## src/rtl/time_keeper_if.sv

```systemverilog
//==============================================================================
// time_keeper_if : tick/button inputs and BCD time-of-day outputs
// Rev 1.0
//==============================================================================
`default_nettype none

interface time_keeper_if;
    logic       tick_in;
    logic       btn_mode;
    logic       btn_inc;
    logic [3:0] hour_t;
    logic [3:0] hour_u;
    logic [3:0] min_t;
    logic [3:0] min_u;
    logic [3:0] sec_t;
    logic [3:0] sec_u;
    logic [1:0] mode;
    logic       sec_pulse;

    modport master (
        output tick_in, btn_mode, btn_inc,
        input  hour_t, hour_u, min_t, min_u, sec_t, sec_u, mode, sec_pulse
    );

    modport slave (
        input  tick_in, btn_mode, btn_inc,
        output hour_t, hour_u, min_t, min_u, sec_t, sec_u, mode, sec_pulse
    );
endinterface

`default_nettype wire

```

## src/rtl/time_keeper.sv

```systemverilog
//==============================================================================
// time_keeper : BCD 24-hour clock with RUN / SET_HR / SET_MIN modes
// Rev 1.0
//==============================================================================
`default_nettype none

module time_keeper #(
    parameter int TICKS_PER_SEC = 1000
) (
    input  wire logic     clk,
    input  wire logic     rst,
    time_keeper_if.slave  bus
);

    typedef enum logic [1:0] {
        RUN     = 2'b00,
        SET_HR  = 2'b01,
        SET_MIN = 2'b10
    } mode_e;

    localparam logic [15:0] SUB_MAX = 16'(TICKS_PER_SEC - 1);

    mode_e       mode_q, mode_d;
    logic        tick_q, tick_d;
    logic [15:0] sub_q, sub_d;
    logic [3:0]  hour_t_q, hour_t_d, hour_u_q, hour_u_d;
    logic [3:0]  min_t_q, min_t_d, min_u_q, min_u_d;
    logic [3:0]  sec_t_q, sec_t_d, sec_u_q, sec_u_d;
    logic        sec_pulse_q, sec_pulse_d;

    logic        tick_edge;
    logic        sec_carry;
    logic        min_carry;
    logic        hr_carry;

    // 00..59 BCD increment, returns {tens, units}
    function automatic logic [7:0] bcd60_inc(input logic [3:0] t, input logic [3:0] u);
        logic [7:0] r;
        if (u == 4'd9) begin
            r = (t == 4'd5) ? 8'h00 : {t + 4'd1, 4'd0};
        end else begin
            r = {t, u + 4'd1};
        end
        return r;
    endfunction

    function automatic logic [7:0] bcd24_inc(input logic [3:0] t, input logic [3:0] u);
        logic [7:0] r;
        if (t == 4'd2 && u == 4'd3) begin
            r = 8'h00;
        end else if (u == 4'd9) begin
            r = {t + 4'd1, 4'd0};
        end else begin
            r = {t, u + 4'd1};
        end
        return r;
    endfunction

    assign tick_edge = bus.tick_in & ~tick_q;
    assign sec_carry = (mode_q == RUN) && tick_edge && (sub_q == SUB_MAX);
    assign min_carry = sec_carry && (sec_t_q == 4'd5) && (sec_u_q == 4'd9);
    assign hr_carry  = min_carry && (min_t_q == 4'd5) && (min_u_q == 4'd9);

    always_comb begin
        mode_d      = mode_q;
        tick_d      = bus.tick_in;
        sub_d       = sub_q;
        hour_t_d    = hour_t_q;
        hour_u_d    = hour_u_q;
        min_t_d     = min_t_q;
        min_u_d     = min_u_q;
        sec_t_d     = sec_t_q;
        sec_u_d     = sec_u_q;
        sec_pulse_d = 1'b0;

        unique case (mode_q)
            RUN: begin
                // The tick is counted even when btn_mode leaves RUN on this edge
                if (tick_edge) begin
                    sub_d = sec_carry ? 16'd0 : sub_q + 16'd1;
                end
                if (sec_carry) begin
                    sec_pulse_d        = 1'b1;
                    {sec_t_d, sec_u_d} = bcd60_inc(sec_t_q, sec_u_q);
                end
                if (min_carry) begin
                    {min_t_d, min_u_d} = bcd60_inc(min_t_q, min_u_q);
                end
                if (hr_carry) begin
                    {hour_t_d, hour_u_d} = bcd24_inc(hour_t_q, hour_u_q);
                end
                if (bus.btn_mode) begin
                    mode_d = SET_HR;
                end
            end
            SET_HR: begin
                if (bus.btn_mode) begin
                    mode_d = SET_MIN;
                end else if (bus.btn_inc) begin
                    {hour_t_d, hour_u_d} = bcd24_inc(hour_t_q, hour_u_q);
                end
            end
            SET_MIN: begin
                if (bus.btn_mode) begin
                    mode_d  = RUN;
                    sec_t_d = 4'd0;
                    sec_u_d = 4'd0;
                    sub_d   = 16'd0;
                end else if (bus.btn_inc) begin
                    {min_t_d, min_u_d} = bcd60_inc(min_t_q, min_u_q);
                end
            end
            default: begin
                mode_d = RUN;
            end
        endcase
    end

    always_ff @(posedge clk or negedge rst) begin
        if (!rst) begin
            mode_q      <= RUN;
            tick_q      <= 1'b0;
            sub_q       <= 16'd0;
            hour_t_q    <= 4'd0;
            hour_u_q    <= 4'd0;
            min_t_q     <= 4'd0;
            min_u_q     <= 4'd0;
            sec_t_q     <= 4'd0;
            sec_u_q     <= 4'd0;
            sec_pulse_q <= 1'b0;
        end else begin
            mode_q      <= mode_d;
            tick_q      <= tick_d;
            sub_q       <= sub_d;
            hour_t_q    <= hour_t_d;
            hour_u_q    <= hour_u_d;
            min_t_q     <= min_t_d;
            min_u_q     <= min_u_d;
            sec_t_q     <= sec_t_d;
            sec_u_q     <= sec_u_d;
            sec_pulse_q <= sec_pulse_d;
        end
    end

    assign bus.hour_t    = hour_t_q;
    assign bus.hour_u    = hour_u_q;
    assign bus.min_t     = min_t_q;
    assign bus.min_u     = min_u_q;
    assign bus.sec_t     = sec_t_q;
    assign bus.sec_u     = sec_u_q;
    assign bus.mode      = mode_q;
    assign bus.sec_pulse = sec_pulse_q;

endmodule

`default_nettype wire

```

## src/flat_wrapper.sv

```systemverilog
// flat-port wrapper written by rule: the top's interface ports become plain ports
module time_keeper_flat 
#(
    parameter int TICKS_PER_SEC = 1000
)
  (clk, rst, bus_tick_in, bus_btn_mode, bus_btn_inc, bus_hour_t, bus_hour_u, bus_min_t, bus_min_u, bus_sec_t, bus_sec_u, bus_mode, bus_sec_pulse);
  time_keeper_if bus_i ();
  input  wire logic clk;
  input  wire logic rst;
  input wire logic [$bits(bus_i.tick_in)-1:0] bus_tick_in;
  input wire logic [$bits(bus_i.btn_mode)-1:0] bus_btn_mode;
  input wire logic [$bits(bus_i.btn_inc)-1:0] bus_btn_inc;
  output wire logic [$bits(bus_i.hour_t)-1:0] bus_hour_t;
  output wire logic [$bits(bus_i.hour_u)-1:0] bus_hour_u;
  output wire logic [$bits(bus_i.min_t)-1:0] bus_min_t;
  output wire logic [$bits(bus_i.min_u)-1:0] bus_min_u;
  output wire logic [$bits(bus_i.sec_t)-1:0] bus_sec_t;
  output wire logic [$bits(bus_i.sec_u)-1:0] bus_sec_u;
  output wire logic [$bits(bus_i.mode)-1:0] bus_mode;
  output wire logic [$bits(bus_i.sec_pulse)-1:0] bus_sec_pulse;
  assign bus_i.tick_in = bus_tick_in;
  assign bus_i.btn_mode = bus_btn_mode;
  assign bus_i.btn_inc = bus_btn_inc;
  assign bus_hour_t = bus_i.hour_t;
  assign bus_hour_u = bus_i.hour_u;
  assign bus_min_t = bus_i.min_t;
  assign bus_min_u = bus_i.min_u;
  assign bus_sec_t = bus_i.sec_t;
  assign bus_sec_u = bus_i.sec_u;
  assign bus_mode = bus_i.mode;
  assign bus_sec_pulse = bus_i.sec_pulse;
  time_keeper #(.TICKS_PER_SEC(TICKS_PER_SEC)) u_core (.clk(clk), .rst(rst), .bus(bus_i));
endmodule
```

## config.mk

```make
export PLATFORM = sky130hd
export DESIGN_NAME = time_keeper_flat
export DESIGN_NICKNAME = d
export VERILOG_FILES = /design/src/rtl/time_keeper_if.sv /design/src/rtl/time_keeper.sv /design/src/flat_wrapper.sv
export SDC_FILE = /design/constraint.sdc
export NUM_CORES = 1
export LEC_CHECK = 0
export ABC_AREA = 1
export BUFFER_PORTS_ARGS = -buffer_cell sky130_fd_sc_hd__clkbuf_2
export CAP_MARGIN = 20
export CELL_PAD_IN_SITES_DETAIL_PLACEMENT = 1
export CELL_PAD_IN_SITES_GLOBAL_PLACEMENT = 1
export CORE_AREA = 2 2 71 100
export DETAILED_ROUTE_END_ITERATION = 7
export DIE_AREA = 0 0 73 102
export HOLD_SLACK_MARGIN = 0.12
export PLACE_DENSITY_LB_ADDON = 0.1
export REMOVE_ABC_BUFFERS = 1
export SLEW_MARGIN = 20
export SYNTH_ARGS = -nofsm -noshare
export SYNTH_HDL_FRONTEND = slang
export SYNTH_SLANG_ARGS = --single-unit
```

## constraint.sdc

```tcl
create_clock -name clk -period 3.3 [get_ports clk]
set_input_delay 0.66 -clock clk [delete_from_list [all_inputs] [get_ports clk]]
set_output_delay 0.66 -clock clk [all_outputs]
set_load 0.1 [all_outputs]
```

==> out/metrics.yaml, run 1 <==
worst_setup_path:
  critPathKind: "reg2reg"
  critPathMaxFanout: 11
  required_ns: 3.48
  startpoint_type: "flop"
  cp-end-kind: "flop"
  worstPathArrival_ns: 2.33
pwr:
  peakVddDrop_v: 0.000444
  p_leak_nw: 1.52
  power_density_nw_per_um2: 899
flow_run:
  drv_cap: 0
placed_design:
  pre_cts_ws_ns: 0.957
  dp_hpwl_mm: 5.13
  io_buffer_count: 31
  dp_cells: 441
  gp_congestion: 0.820
clock_network:
  post_cts_buffers: 0
  clk_latency_ns: 0.30
  cts_root_buf: "clkbuf_8"
  numClockSinks: 44
  cts_resized: 0
  htreeDepth: 2
  clockBufferDepth: 2
  cts_buffers: 5
  cts_hold_buffers: 0
  cts_tree: "done"
  cts.clk_slew.worst_paths_ns: 0.09
die:
  start_util: 0.390
  rows: 35
  fp.dieW_um: 73
  dieArea_um2: 7450
  io_pins: 32
  die_h_um: 102
  core-area_um2: 6530
synth:
  synth_cell_type_count: 29
  avgSynthCellArea_um2: 7.52
  syn_inst: 338
  yosysWarnings: 0
  netlist_area_um2: 2540
  yosysSeqAreaShare: 0.433
  ys_ff_latch: 44
route:
  dr.pass1.iters: 4
  vias: 2293
  viasPerCell: 5.13
  wire_per_inst_um: 14.7
  ant_nets: 0
  routed_wl_mm: 6.59
  drc_errors: 0
  drt_iter0_markers: 80
sta:
  fmax_ghz: 0.466
  slew_viol_final: 0
  fin_skew_ns: 0.0125
  hold_slack_ns: 0.344
  final-setup-viol-count: 0
  hold_viol: 0
  grt_setup_unrepaired: "false"
  layout_min_cycle_time_ns: 2.14
  worst_pin_slew_ns: 0.580
  fin_tns_setup_ns: 0
  worst_slack_ns: 1.16
  finalCritPeriodShare: 0.650
  relSlewSlack: 0.613
global_routing:
  overflow: 0
  gr-usage-all-layers: 0.193
  grt_pass1_vias: 2417
  grt_max_degree: 24
  grt_first_pass_wirelength_mm: 11.2
  grt_antenna_before_repair: 0
run_status:
  status: "finished, final reports clean"
final_layout:
  syn_to_final_growth_pct: 13.0
  final_cell_mix: "84 x nand2_1, 47 x inv_1, 44 x dfrtp_1"
  layout-drive-gt1-share: 0.137
  layout_commonest_cell: "nand2_1"
  final_core_util: 0.440
  diodes: 0
  final_cells: 447
  layout.nets: 388
hold_path:
  hp-class: "in2async"
==> flip-flops by register name, summed over array words and instances (netlist names) <==
name                  count
u_core.bus.sec_t          4
u_core.bus.sec_pulse      1
u_core.bus.mode           2
u_core.tick_q             1
u_core.bus.sec_u          4
u_core.bus.min_t          4
u_core.bus.hour_t         4
u_core.bus.hour_u         4
u_core.sub_q             16
u_core.bus.min_u          4
==> layer usage <==
layer / routed length, µm / share of wire / global-route usage
met1: 2670 / 0.41 / 0.217
met2: 3630 / 0.55 / 0.361
met3: 131 / 0.020 / 0.0286
met4: 144 / 0.022 / 0.0726
met5: 0 / 0 / 0
==> cells in the mapped netlist <==
cell type	instances	area (µm²)
o21ai_1	1	5.00
inv_1	47	176
inv_2	2	7.51
buf_6	1	11.3
a41oi_1	1	8.76
xnor2_1	2	17.5
buf_4	1	7.51
nand2_2	4	25.0
dfrtp_1	44	1100
nor3_1	9	45.0
nor2_1	40	150
o211ai_1	1	7.51
nand3_1	39	195
a21oi_1	9	45.0
and3_1	1	6.26
nor3b_1	2	15.0
xor2_1	8	70.1
o21ai_0	13	65.1
buf_2	1	5.00
nor2_4	2	22.5
a31o_2	1	8.76
nand2_1	84	315
ha_1	9	113
nand4_1	8	50.1
nor2_2	1	6.26
xor2_2	1	16.3
mux2i_1	1	10.0
o21ai_2	2	17.5
o22ai_1	3	18.8
==> logic make-up after synthesis <==
group / Yosys count / synth area share
flip-flops: 44 / 0.433
AND/OR/NAND/NOR: 190 / 0.327
adder cells (fa/ha/maj): 9 / 0.0443
XOR/XNOR: 11 / 0.0409
buffers and inverters: 52 / 0.0817
multiplexers: 1 / 0.00394
AO/OA/AOI/OAI: 31 / 0.0694
==> path summary, 6_finish.rpt <==
path                                                  start                         endpoint  slack, ns  depth (start not counted)
worst max register to register  u_core.sub_q[1]$_DFFE_PN0P_  u_core.bus.min_t[2]$_DFFE_PN0P_       1.16                         10
max in group asynchronous                               rst  u_core.bus.min_t[1]$_DFFE_PN0P_       2.22                          2
worst min-delay path                                    rst      u_core.sub_q[7]$_DFFE_PN0P_       0.34                          1
worst max-delay path            u_core.sub_q[1]$_DFFE_PN0P_  u_core.bus.min_t[2]$_DFFE_PN0P_       1.16                         10
min in group clk                                bus_tick_in          u_core.tick_q$_DFF_PN0_       0.51                          1
worst min register to register  u_core.sub_q[1]$_DFFE_PN0P_      u_core.sub_q[1]$_DFFE_PN0P_       0.53                          2
==> area by class of cell <==
class	instances	area [µm²]
Timing Repair Buffer	32	163
Clock inverter	1	30.0
Sequential cell	44	1100
Multi-Input combinational cell	242	1230
Fill cell	809	3650
Tap cell	74	92.6
Inverter	49	184
Clock buffer	5	68.8
==> critical path: stages, from the launching register on <==
cell     delay (ns)
dfrtp_1        0.38
ha_1           0.28
nand2_1        0.07
inv_1          0.08
nand3_1        0.14
nor2_4         0.20
nand2_2        0.09
o21ai_2        0.44
nand2_1        0.20
nand2_1        0.11
nand2_1        0.05
==> report_power, final <==
| part | leakage [nW] | internal (mW) | switching, mW |
|---|---|---|---|
| logic | 0.887 | 0.243 | 1.06 |
| registers | 0.581 | 0.690 | 0.184 |
| clock network | 0.0501 | 0.218 | 0.183 |
==> metrics by stage <==
| step | area, µm² | power (mW) |
|---|---|---|
| 2_1_floorplan | 2520 | 1.92 |
| 3_3_place_gp | 2770 | 2.18 |
| 3_5_place_dp | 2770 | 2.20 |
| 4_1_cts | 2870 | 2.61 |
| 5_1_grt | 2870 | 2.75 |
| 6_report | 2870 | 2.58 |
Power figures use the tool's default switching activity.
==> run 2: changes to the inputs <==
--- a/config.mk
+++ b/config.mk
@@ -10,9 +10,9 @@
 export CAP_MARGIN = 20
 export CELL_PAD_IN_SITES_DETAIL_PLACEMENT = 1
 export CELL_PAD_IN_SITES_GLOBAL_PLACEMENT = 1
-export CORE_AREA = 2 2 71 100
+export CORE_AREA = 2 2 73 102
 export DETAILED_ROUTE_END_ITERATION = 7
-export DIE_AREA = 0 0 73 102
+export DIE_AREA = 0 0 75 104
 export HOLD_SLACK_MARGIN = 0.12
 export PLACE_DENSITY_LB_ADDON = 0.1
 export REMOVE_ABC_BUFFERS = 1
==> constraint.sdc (replaced) <==
create_clock -name clk -period 1.7 [get_ports clk]
set_input_delay 0.34 -clock clk [delete_from_list [all_inputs] [get_ports clk]]
set_output_delay 0.34 -clock clk [all_outputs]
set_load 0.1 [all_outputs]
==> out/metrics.yaml, run 2 (synthesis gave the netlist of run 1 again) <==
run_status:
  status: "finished, final reports clean"
final_layout:
  layout.nets: 432  # +11%
  largest_register_ffs: 16  # unchanged
  regMostFlops: "u_core.sub_q"
  diodes: 0  # unchanged
  final_cell_mix: "79 x nand2_1, 44 x inv_1, 44 x dfrtp_1"
  syn_to_final_growth_pct: 30.9
  multi_input_area_um2: 1300  # +5.7%
  layout-drive-gt1-share: 0.267  # +0.131
  layout_commonest_cell: "nand2_1"
  fillers: 918  # +13%
  area.sequential_um2: 1100  # unchanged
sta:
  layout_min_cycle_time_ns: 1.68  # -0.466 ns
  grt_setup_unrepaired: "true"
  slew_viol_final: 0  # unchanged
  fmax_ghz: 0.596  # +28%
  finalCritPeriodShare: 0.987  # +0.337
  final-setup-viol-count: 0  # unchanged
  hold_viol: 0  # unchanged
  worst_pin_slew_ns: 0.558  # -0.0214 ns
  fin_skew_ns: 0.00803  # -0.00446 ns
  relSlewSlack: 0.629  # +0.0158
  hold_slack_ns: 0.199  # -0.145 ns
global_routing:
  grt_pass1_vias: 2629  # +8.8%
  grt_max_degree: 45  # +88%
  grt_antenna_before_repair: 0  # unchanged
  overflow: 0  # unchanged
  gr-usage-all-layers: 0.198  # +0.00473
  grt_first_pass_wirelength_mm: 12.2  # +8.3%
route:
  viasPerCell: 4.85  # -5.4%
  ant_nets: 0  # unchanged
  routed_wl_mm: 7.12  # +8.2%
  wire_per_inst_um: 13.9  # -5.9%
  drt_iter0_markers: 93  # +16%
  vias: 2495  # +8.8%
  drc_errors: 0  # unchanged
  dr.pass1.iters: 4  # unchanged
worst_setup_path:
  critPathKind: "reg2reg"
  slowest_delay_ns: 0.39  # -0.05 ns
  reg2reg_slack_ns: 0.02  # -1.13 ns
  startpoint_type: "flop"
  cp_cell_sequence: "ha_2 -> nand2_2 -> inv_2 -> nand3_4 -> nor2_4 -> nand2_2 -> o21ai_4 -> buf_6 -> inv_2 -> nand2_1 -> nand2_1"
  critPathSlowestCell: "dfrtp_1"
  worst-r2r-cell-count: 11  # +1
  required_ns: 1.89  # -1.59 ns
  worstPathArrival_ns: 1.87  # -0.46 ns
  cp-end-kind: "flop"
  critPathMaxFanout: 6  # -5
pwr:
  p_leak_nw: 1.74  # +15%
  power_density_nw_per_um2: 1600  # +78%
  peakVddDrop_v: 0.00111  # +150%
  power.total_mw: 5.33  # +110%
clock_network:
  cts.clk_slew.worst_paths_ns: 0.09  # about the same
  cts_tree: "done"
  cts_root_buf: "clkbuf_8"
  clockBufferDepth: 2  # unchanged
  cts_buffers: 5  # unchanged
  clk_latency_ns: 0.29  # about the same
  htreeDepth: 2  # unchanged
  numClockSinks: 44  # unchanged
die:
  dieArea_um2: 7800  # +4.8%
  die_h_um: 104  # +2.0%
  io_pins: 32  # unchanged
  start_util: 0.369  # -0.0207
  core-area_um2: 6890  # +5.6%
  fp.dieW_um: 75  # +2.7%
  rows: 36  # +2.9%
hold_path:
  hold-path-cell-count: 1
  hp-class: "in2reg"
placed_design:
  io_buffer_count: 31  # unchanged
  gp_congestion: 0.964  # +17%
  dp_hpwl_mm: 5.56  # +8.4%
flow_run:
  drv_cap: 0  # unchanged
## run 2: critical path, delay by kind of cell, from the launching register on
kind                       cells  cell delay, ns
AOI/OAI and AO/OA              1            0.19
adders and majority gates      1            0.21
buffers and inverters          3            0.28
DFF                            1            0.39
and+or+nand+nor                6            0.52
## run 2: final cells by class
cell class / count / share of cell area
multi-input cells: 242 / 0.392
well taps: 95 / 0.0357
clock buffers: 8 / 0.0271
repair buffers: 76 / 0.159
flip-flops and latches: 44 / 0.331
inverters: 49 / 0.0553
## run 2: power by group
part | internal (mW) | switching [mW] | leakage [nW]
Clock | 0.332 | 0.360 | 0.0455
Combinational | 0.770 | 2.25 | 1.12
Sequential | 1.34 | 0.278 | 0.581
## run 2: repair_timing
item / in CTS / in global routing
resized for setup: 4 / 19
endpoints found under the hold margin: 44 / 0
setup endpoints to repair: 5 / 26
hold buffers: 1 / 0
setup buffers: 0 / 2
pin swaps: 1 / 5
## run 2: final timing paths
| path | startpoint | endpoint |
|---|---|---|
| setup / recovery | u_core.sub_q[1]$_DFFE_PN0P_ | u_core.bus.min_u[2]$_DFFE_PN0P_ |
| hold / removal | bus_tick_in | u_core.tick_q$_DFF_PN0_ |
| hold reg to reg | u_core.bus.min_t[2]$_DFFE_PN0P_ | u_core.bus.min_t[2]$_DFFE_PN0P_ |
| max in group asynchronous | rst | u_core.bus.mode[1]$_DFFE_PN0P_ |
| setup reg to reg | u_core.sub_q[1]$_DFFE_PN0P_ | u_core.bus.min_u[2]$_DFFE_PN0P_ |
| min in group asynchronous | rst | u_core.bus.min_u[1]$_DFFE_PN0P_ |
## run 2: per-layer routing
metal | track usage | share of wire | wire length (µm) | vias to the layer above
met4 | 0.0676 | 0.022 | 160 | 0
met3 | 0.0271 | 0.018 | 126 | 12
met1 | 0.236 | 0.40 | 2820 | 1221
li1 | - | - | - | 1235
met5 | 0 | 0 | 0 | -
met2 | 0.351 | 0.56 | 4010 | 27
## run 2: stage by stage
stage / instances / area (µm²) / setup TNS [ns] / util / setup WS [ns]
after global routing: 514 / 3330 / -0.652 / 0.483 / -0.0804
after global placement: 503 / 3140 / -0.0248 / 0.455 / -0.0248
final: 514 / 3330 / 0 / 0.483 / 0.0217
after detailed placement: 503 / 3140 / -0.0393 / 0.455 / -0.0206
after floorplan: 335 / 2520 / -20.17 / - / -0.723
after CTS: 512 / 3250 / -0.00512 / 0.472 / -0.00512
